**src/rtl/mem_port_arbiter.sv**
```systemverilog
// Arbitrates one single-ported memory between instruction fetch and data access.
// Data wins by default; a saturating starvation counter forces a fetch grant after STARVE_MAX losses.
module mem_port_arbiter #(
    parameter int unsigned N          = 64,
    parameter int unsigned STARVE_MAX = 3
) (
    input  logic         clk,
    input  logic         reset,
    input  logic         if_req,
    input  logic [N-1:0] if_addr,
    output logic [31:0]  if_rdata,
    output logic         if_valid,
    output logic         if_stall,
    input  logic         dm_read,
    input  logic         dm_write,
    input  logic [N-1:0] dm_addr,
    input  logic [N-1:0] dm_wdata,
    output logic [N-1:0] dm_rdata,
    output logic         dm_done,
    output logic         dm_stall,
    output logic         mem_req,
    output logic         mem_we,
    output logic [N-1:0] mem_addr,
    output logic [N-1:0] mem_wdata,
    input  logic         mem_ready,
    input  logic [N-1:0] mem_rdata,
    input  logic         mem_rvalid
);

    localparam int unsigned CntW = $clog2(STARVE_MAX + 1);

    localparam logic [2:0] StIdle = 3'd0;
    localparam logic [2:0] StDWr  = 3'd1;
    localparam logic [2:0] StDRd  = 3'd2;
    localparam logic [2:0] StIRd  = 3'd3;
    localparam logic [2:0] StResp = 3'd4;

    logic [2:0]      stateQ, stateD;
    logic [CntW-1:0] starveQ, starveD;
    logic            ifValidQ, dmDoneQ;
    logic [31:0]     ifRdataQ;
    logic [N-1:0]    dmRdataQ;

    logic dataPend, isWrite, dataWins, grantData, grantFetch;

    always_comb begin
        dataPend   = dm_read | dm_write;
        isWrite    = dm_write & ~dm_read;
        dataWins   = dataPend & ((starveQ < CntW'(STARVE_MAX)) | ~if_req);
        grantData  = (stateQ == StIdle) & mem_ready & dataWins;
        grantFetch = (stateQ == StIdle) & mem_ready & ~dataWins & if_req;
    end

    always_comb begin
        mem_req   = grantData | grantFetch;
        mem_we    = grantData & isWrite;
        mem_addr  = grantData ? dm_addr : (grantFetch ? if_addr : '0);
        mem_wdata = (grantData & isWrite) ? dm_wdata : '0;
    end

    always_comb begin
        stateD  = stateQ;
        starveD = starveQ;
        case (stateQ)
            StIdle: begin
                if (grantData) begin
                    stateD = isWrite ? StDWr : StDRd;
                    // Only a contested loss counts against fetch.
                    if (if_req && (starveQ != CntW'(STARVE_MAX))) begin
                        starveD = starveQ + CntW'(1);
                    end
                end else if (grantFetch) begin
                    stateD  = StIRd;
                    starveD = '0;
                end
            end
            StDWr:  stateD = StIdle;
            StDRd:  if (mem_rvalid) stateD = StResp;
            StIRd:  if (mem_rvalid) stateD = StResp;
            StResp: stateD = StIdle;
            default: stateD = StIdle;
        endcase
    end

    always_ff @(posedge clk) begin
        if (reset) begin
            stateQ   <= StIdle;
            starveQ  <= '0;
            ifValidQ <= 1'b0;
            dmDoneQ  <= 1'b0;
            ifRdataQ <= '0;
            dmRdataQ <= '0;
        end else begin
            stateQ   <= stateD;
            starveQ  <= starveD;
            ifValidQ <= (stateQ == StIRd) & mem_rvalid;
            dmDoneQ  <= ((stateQ == StDRd) & mem_rvalid) | (grantData & isWrite);
            if ((stateQ == StIRd) && mem_rvalid) begin
                ifRdataQ <= mem_rdata[31:0];
            end
            if ((stateQ == StDRd) && mem_rvalid) begin
                dmRdataQ <= mem_rdata;
            end
        end
    end

    assign if_valid = ifValidQ;
    assign if_rdata = ifRdataQ;
    assign dm_done  = dmDoneQ;
    assign dm_rdata = dmRdataQ;
    assign if_stall = if_req & ~ifValidQ;
    assign dm_stall = dataPend & ~dmDoneQ;

endmodule
```
**config.mk**
```make
export PLATFORM = sky130hd
export DESIGN_NAME = mem_port_arbiter
export DESIGN_NICKNAME = d
export VERILOG_FILES = /design/src/rtl/mem_port_arbiter.sv
export SDC_FILE = /design/constraint.sdc
export NUM_CORES = 1
export LEC_CHECK = 0
export CAP_MARGIN = 20
export CORE_AREA = 4 4 188 190
export DETAILED_ROUTE_END_ITERATION = 8
export DIE_AREA = 0 0 192 194
export HOLD_SLACK_MARGIN = 0.1
export REMOVE_ABC_BUFFERS = 1
export SLEW_MARGIN = 20
export SYNTH_ARGS = -nofsm -noshare
export SYNTH_HDL_FRONTEND = slang
export SYNTH_SLANG_ARGS = --single-unit
```
**constraint.sdc**
```tcl
create_clock -name clk -period 2.2 [get_ports clk]
set_clock_uncertainty 0.2 [all_clocks]
set_input_delay 0.33 -clock clk [delete_from_list [all_inputs] [get_ports clk]]
set_output_delay 0.33 -clock clk [all_outputs]
set_load 0.05 [all_outputs]
```
# Word-level counts from Yosys, hierarchy flattened

Cells that the tools add are included.

Bits of input ports: 263
Output and inout bits: 230
Register bits after elaboration: 103

Multiplexer cells: 11
Equal/unequal tests: 6
Add/subtract/negate cells: 1
$lt $le $gt $ge: 1
Reductions and logical operators: 8
Bitwise gates (word level): 20

Operator list:

| kind                                                             | count |
|---|---|
| 64-bit two-way mux                                               | 3 |
| 1-bit bitwise AND                                                | 11 |
| 3-bit two-way mux                                                | 3 |
| 2-bit two-way mux                                                | 4 |
| 3-bit by 2-bit == test with 1-bit output (second input constant) | 2 |
| 3-bit case mux with 2 select lines                               | 1 |
| 1-bit inverter                                                   | 5 |
| 2-bit by 1-bit != test with 1-bit output (second input constant) | 2 |
| 1-bit OR                                                         | 4 |
| 1-bit logical AND                                                | 3 |
| 3-bit logical NOT                                                | 1 |
| 3-bit != test (second input constant)                            | 1 |
| 3-bit AND reduction                                              | 1 |
| 2-bit by 1-bit adder with 2-bit output (second input constant)   | 1 |
| 2-bit less-than comparator (second input constant)               | 1 |
| 2-bit != test (second input constant)                            | 1 |
| 2-bit AND reduction                                              | 1 |
| 2-bit nonzero test                                               | 1 |
| 2-bit OR reduction                                               | 1 |

# Longest topological paths before layout

Gate-level depths: netlist of run 1.

Word-level depth: 9
Depth in mapped cells: 8

# Worst setup path before layout of run 1

Ideal clock, no wire load.

Path type: reg2out
From: register starveQ[0]
To: output port mem_wdata[48]
Arrival time: 1918 ps
Slack: -248 ps
Data required time: 1670 ps
Cell stages (with the launch flop): 6
Path buffers: 1
Cells stage by stage: dfxtp_1 > ha_1 > nand2_1 > and4_1 > clkbuf_1 > and2_1

Word-level cells in the longest chain between the ends: 6

RTL lines:

| element                    | line | RTL |
|---|---|---|
| from (decl)                | 39   | `logic [CntW-1:0] starveQ, starveD;` |
| from (signal assigned)     | 95   | `starveQ <= starveD;` |
| 2-bit less-than comparator | 49   | `dataWins = dataPend & ((starveQ < CntW'(STARVE_MAX)) \| ~if_req);` |
| 1-bit OR                   | 49   |  |
| 1-bit bitwise AND          | 49   |  |
| 1-bit bitwise AND          | 50   | `grantData = (stateQ == StIdle) & mem_ready & dataWins;` |
| 1-bit bitwise AND          | --   |  |
| named net mem_we           | 22   | `output logic mem_we,` |
| 64-bit two-way mux         | 58   | `mem_wdata = (grantData & isWrite) ? dm_wdata : '0;` |
| to (decl)                  | 24   | `output logic [N-1:0] mem_wdata,` |

The timed path passes the listed nets, and every way through them passes these cells.

# Worst setup path after layout of run 1

From: register stateQ[0]
To: output port mem_addr[60]

Word-level cells in the longest chain between the ends: 6
Elaborated cells between the ends (all ways): 7
Those cells by class: 2 x mux; 4 x bitwise; 1 x reduce/logical

RTL lines:

| element                        | line   | RTL |
|---|---|---|
| from (decl)                    | 38     | `logic [2:0] stateQ, stateD;` |
| from (signal assigned)         | 87     | `stateQ <= StIdle;` |
| from (signal assigned)         | 94     | `stateQ <= stateD;` |
| 3-bit logical NOT *            | 50, 51 |  |
| 1-bit bitwise AND *            | 50, 51 |  |
| 1-bit bitwise AND (2 in a row) | 51     | `grantFetch = (stateQ == StIdle) & mem_ready & ~dataWins & if_req;` |
| 64-bit two-way mux             | 57     | `mem_addr = grantData ? dm_addr : (grantFetch ? if_addr : '0);` |
| 64-bit two-way mux *           | 57     |  |
| to (decl)                      | 23     | `output logic [N-1:0] mem_addr,` |

Every way passes the cells marked *; elsewhere a longest branch is shown, timed or not.

==> run metrics, run 1 <==
status finished with violations; violated checks setup timing; worst-margin pin slew roughly 550 ps; reg2reg start starveQ[0]$_SDFFE_PP0P_; FF+latch area 2070 um2; number of cell rows 67; CP required around 1700 ps; Pleak ~4.8 nW; chip height approximately 190 um; initial antenna violation count 3; FF+latch count, synth a little over 100; hold path start reset; Post-route DRC 0; DRT iter0 DRCs between 150 and 200; vias post-DR 6,193; yosys warns 0; via/cell ratio 4.00; Pwr Density around 520 nW/um2; unrepaired setup endpoints after global routing yes; routed wire length ~31 mm; Setup crit start stateQ[0]$_SDFFE_PP0P_; Fmax achieved ~0.41 GHz; GP Congestion around 0.87; Post-Synthesis Cells roughly 610; CTS H-Tree Depth 3; register area share after synthesis a little over two fifths; Mapped Area about 4800 um2; Multi-input gate area 2970 um2; clock sinks ~100; routed len/inst ~20 um; Worst-path clk slew around 80 ps; WP data arrival ~1900 ps; TritonCTS clock tree done; Internal around 4.3 mW; die area about 37,000 um2; worst min-delay path category input port to flip-flop; first-pass GRT wire length ~42 mm; largest net degree at the start of global routing 46; max_cap viols 0; Unique masters post-synth 29; NetSw around 2.4 mW; GRT Residual Overflow 0; Syn-to-layout area delta 167%; Syn Area/Cell just under 8 um2; core outline area 33,400 um2; Final period util 111%; GRT Total Usage ~15%; Comb pwr share between 40% and 50%; Tmin final ~2400 ps; crit path kind flip-flop to output port; fillers 3,261; share of cells above drive strength 1 roughly 28%; startpoint types flip-flop; most common cell after layout, fill and taps aside clkdlybuf4s50_1; final worst slack -250 ps; fin nets roughly 1,400; worst rel slew slack 63.1%; Final Hold Viols 0; Slew Viols, Final 0; sequential power share between 20% and 30%; drt pass-1 iters 4; Post-DP HPWL around 25 mm; Clk pwr share approximately a quarter; switching fraction of total power between 30% and 40%; setup TNS -22,990 ps; vias in the first global route slightly above 6,000; CTS Buffer Depth 2; number of buffers created by CTS 9; clk root buf clkbuf_16; port bufs just under 500; DRT antenna net count 0; # IOs 493; Crit Path Max Fanout 27; Total Power 6.66 mW; maximum vdd drop ~0.47 mV; Setup crit end kind output port; starting density of the core between 10% and 20%; most frequent cells in the layout 352 x clkdlybuf4s50_1, 194 x nand2_1, 144 x buf_12, 99 x dfxtp_1, 97 x a21oi_1; die span in x roughly 190 um; Setup Viol. Count Final 130; clk_lat worst skew around 360 ps
## worst paths after layout
check / end / slack [ps] / depth (start not counted)
max: mem_addr[60] / -250 / 5
min: starveQ[0]$_SDFFE_PP0P_ / 150 / 2
max reg2reg: stateQ[0]$_SDFFE_PP0P_ / 400 / 6
min reg2reg: dm_rdata[33]$_SDFFE_PP0P_ / 260 / 2
## metal layers
metal  up-vias  global-route usage, %  part of all wire [%]
li1       3018                      -                     -
met2       275                   26.8                    51
met1      2882                   17.1                    39
met5         -                      0                 0.042
met4         2                   2.77                   1.1
met3        16                   5.87                   9.4
## state kept, by name, indices dropped and copies added (netlist names)
signal	count
if_valid	1
dm_done	1
starveQ	2
if_rdata	32
dm_rdata	64
stateQ	3
## repair_timing
action | CTS | global route
setup endpoints to repair | 130 | 130
pin swaps | 6 | 4
buffers inserted | 3 | 1
cloned | 1 | 6
gates resized for setup | 47 | 76
hold buffers | 0 | 0
## logic make-up after synthesis
logic type / share of synthesized area [%]
AND/OR/NAND/NOR: 27.5
AO/OA/AOI/OAI: 22.7
flip-flops: 43.3
buffers and inverters: 6.20
adder cells (fa/ha/maj): 0.263
## area by class of cell
cell class | count | area share (%)
diodes | 3 | 0.0591
clock buffers | 9 | 1.77
clock inverters | 7 | 0.542
multi-input cells | 453 | 23.4
flip-flops and latches | 103 | 16.3
well taps | 448 | 4.41
repair buffers | 527 | 53.6
## power groups by stage
| stage | combinational (mW) | clock (mW) | sequential [mW] |
|---|---|---|---|
| after floorplan | 0.933 | 0 | 2.28 |
| after global placement | 2.79 | 0 | 2.03 |
| after detailed placement | 2.80 | 0 | 2.03 |
| after CTS | 2.88 | 1.73 | 1.99 |
| after global routing | 3.14 | 1.81 | 2.00 |
| final | 3.03 | 1.64 | 1.99 |
## worst max-delay path, cell delays in order (launching register included)
cell	delay [ps]
dfxtp_2	340
nor3_4	270
and4_4	330
buf_12	220
a22o_1	230
buf_12	150
## stage by stage
step / instance area (um2) / hold slack, ps / std cells / util, % / setup slack (ps)
6_report: 12700 / 145 / 1550 / 38.0 / -250
5_1_grt: 12700 / 134 / 1548 / 38.0 / -312
4_1_cts: 12200 / 130 / 1540 / 36.3 / -264
3_5_place_dp: 11600 / 246 / 1520 / 34.7 / -325
3_3_place_gp: 11600 / 241 / 1520 / 34.7 / -330
2_1_floorplan: 4460 / 199 / 556 / - / -778
## Yosys cell counts
master,count,area [um2]
a21o_1,1,7.51
a21oi_1,97,485
a221oi_1,1,8.76
a22o_1,64,561
a31oi_1,1,6.26
a32oi_1,1,8.76
and2_1,64,400
and3_1,2,12.5
and4_1,2,17.5
buf_2,13,65.1
buf_4,3,22.5
buf_6,9,101
clkbuf_1,23,86.3
clkbuf_2,4,20.0
dfxtp_1,103,2060
ha_1,1,12.5
nand2_1,194,728
nand2b_1,2,12.5
nand3_1,3,15.0
nand3b_1,1,7.51
nor2_1,8,30.0
nor2_4,1,11.3
nor2b_1,3,18.8
nor3_4,1,16.3
nor3b_1,1,7.51
nor4b_1,1,8.76
o21ai_0,1,5.00
or2_0,1,6.26
or2b_1,2,15.0
(Power assumes the default switching activity.)
==> inputs of run 2 (changes only) <==
--- a/config.mk
+++ b/config.mk
@@ -6,11 +6,16 @@
 export NUM_CORES = 1
 export LEC_CHECK = 0
 export CAP_MARGIN = 20
-export CORE_AREA = 4 4 188 190
+export CELL_PAD_IN_SITES_DETAIL_PLACEMENT = 0
+export CELL_PAD_IN_SITES_GLOBAL_PLACEMENT = 2
+export CORE_MARGIN = 4
+export CORE_UTILIZATION = 13
 export DETAILED_ROUTE_END_ITERATION = 8
-export DIE_AREA = 0 0 192 194
 export HOLD_SLACK_MARGIN = 0.1
+export PLACE_DENSITY_LB_ADDON = 0.1
+export RECOVER_POWER = 100
 export REMOVE_ABC_BUFFERS = 1
+export SETUP_SLACK_MARGIN = 0.2
 export SLEW_MARGIN = 20
 export SYNTH_ARGS = -nofsm -noshare
 export SYNTH_HDL_FRONTEND = slang
==> run 2 against run 1 <==
The flow still finishes with violations (setup timing). Flip-flop and latch count stayed put. Hold slack better by 44 ps. Combinational power is 6% higher. Register-to-register slack worse by 200 ps. Sequential power hardly changed. Die area is 6.7% higher. Power is 3.8% higher. Cell count is 3.0% higher. Final area is 3.3% higher. Critical path depth is 2 higher. Highest routed layer unchanged.
==> run metrics, run 2 (synthesis gave the netlist of run 1 again) <==
status finished with violations; violated checks setup timing; CP required 1670 ps (about the same); CTS H-Tree Depth 3 (unchanged); GRT Residual Overflow 0 (unchanged); DRT iter0 DRCs 204 (+16%); Slew Viols, Final 0 (unchanged); startpoint types flip-flop; Post-DP HPWL 28.2 mm (+15%); final worst slack -261 ps (-11.5 ps); Syn-to-layout area delta 176%; Crit Path Max Fanout 12 (-56%); number of cell rows 69 (+3.0%); placed cell count 1,539 (+1.3%); Tmin final 2460 ps (+11.5 ps); vias in the first global route 6,304 (+3.3%); Layout Utilization 36.6% (-1.3 points); share of cells above drive strength 1 30.1% (+2.5 points); port bufs 492 (unchanged); most common cell after layout, fill and taps aside clkdlybuf4s50_1; DRT antenna net count 0 (unchanged); initial antenna violation count 8 (+5); TritonCTS clock tree done; vias post-DR 6,285 (+1.5%); starting density of the core 13.3% (-0.95 points); max_cap viols 0 (unchanged); routed len/inst 23.0 um (+14%); clk_lat worst skew 350 ps (about the same); Pwr Density 526 nW/um2 (+0.43%); WP data arrival 1930 ps (about the same); final non-filler cell total 1,596 (+3.0%); die area 39,700 um2 (+6.7%); most frequent cells in the layout 257 x clkdlybuf4s50_1, 193 x nand2_1, 145 x buf_12, 99 x dfxtp_1, 97 x a21oi_1; number of buffers created by CTS 9 (unchanged); Final period util 112% (+0.52 points); GP Congestion 0.777 (-10%); clock sinks 103 (unchanged); fin nets 1,390 (+2.4%); chip height 199 um (+2.8%); worst min-delay path category input port to flip-flop; Final Hold Viols 0 (unchanged); maximum vdd drop 0.391 mV (-16%); core outline area 35,800 um2 (+7.1%); die span in x 199 um (+3.8%); first-pass GRT wire length 48.3 mm (+15%); Largest register FFs 64 (unchanged); Fmax achieved 0.406 GHz (-0.47%); crit path kind flip-flop to output port; # IOs 493 (unchanged); Hold Path Cell Cnt 2 (unchanged); Total Power 6.91 mW (+3.8%); routed wire length 36.8 mm (+17%); largest net degree at the start of global routing 46 (unchanged); via/cell ratio 3.94 (-1.4%); Worst-path clk slew 80 ps (about the same); GRT Total Usage 16.8% (+1.8 points); Setup Viol. Count Final 130 (unchanged); CTS Buffer Depth 2 (unchanged); Setup crit end kind output port; drt pass-1 iters 4 (unchanged); clk root buf clkbuf_16; Pleak 5.44 nW (+13%); Post-route DRC 0 (unchanged); hold buffers post-CTS 0 (unchanged); worst rel slew slack 48.2% (-15 points); FF-to-FF path depth 9 (+3); worst-margin pin slew 781 ps (+229 ps); unrepaired setup endpoints after global routing yes
==> run 2: worst paths after layout <==
kind                                             endpoint                 startpoint  slack (ps)
worst max register to register     stateQ[1]$_SDFFE_PP0P_    starveQ[0]$_SDFFE_PP0P_         200
worst min-delay path            dm_rdata[57]$_SDFFE_PP0P_                      reset         190
worst max-delay path                         mem_addr[32]     stateQ[0]$_SDFFE_PP0P_        -260
worst min register to register  if_rdata[31]$_SDFFE_PP0P_  if_rdata[31]$_SDFFE_PP0P_         250
==> run 2: per-stage QoR <==
stage	TNS (ps)	hold slack, ps	instance area (um2)	setup slack (ps)
CTS	-29070	175	12700	-283
global route	-35130	189	13100	-322
detailed placement	-32320	246	11700	-308
finish	-26070	189	13100	-261
floorplan	-94590	199	4460	-778
global placement	-30350	242	11700	-276
==> run 2: power by group <==
part           leakage, nW  internal [mW]  switching (mW)
Clock                0.149          0.921           0.783
Sequential           0.835           1.94          0.0408
Combinational         4.46           1.61            1.61
==> run 2: layer usage <==
layer	GRT usage [%]	wire (um)
met3	6.61	3090
met4	3.57	452
met2	26.9	17500
met5	0	29
met1	21.6	15700
==> run 2: area by class of cell <==
class / instances / area (um2)
antenna: 4 / 10.0
clock buffer: 10 / 239
clock inverter: 6 / 68.8
fill: 3614 / 22700
multi-input combinational: 453 / 3020
sequential: 103 / 2070
tap: 461 / 577
timing repair buffer: 559 / 7140
==> run 2: timing repair <==
item	4_1_cts	5_1_grt
gates cloned	11	10
resized for setup	202	40
endpoints found under the setup margin	219	132
pin swaps	42	48
setup buffers	12	4
==> run 2: critical path, stage by stage (launching register included) <==
cell and delay, ps:
dfxtp_2 330, nor3_4 260, nand3_2 150, nor2_4 140, buf_12 180, buf_16 170, a22o_1 190, buf_12 150
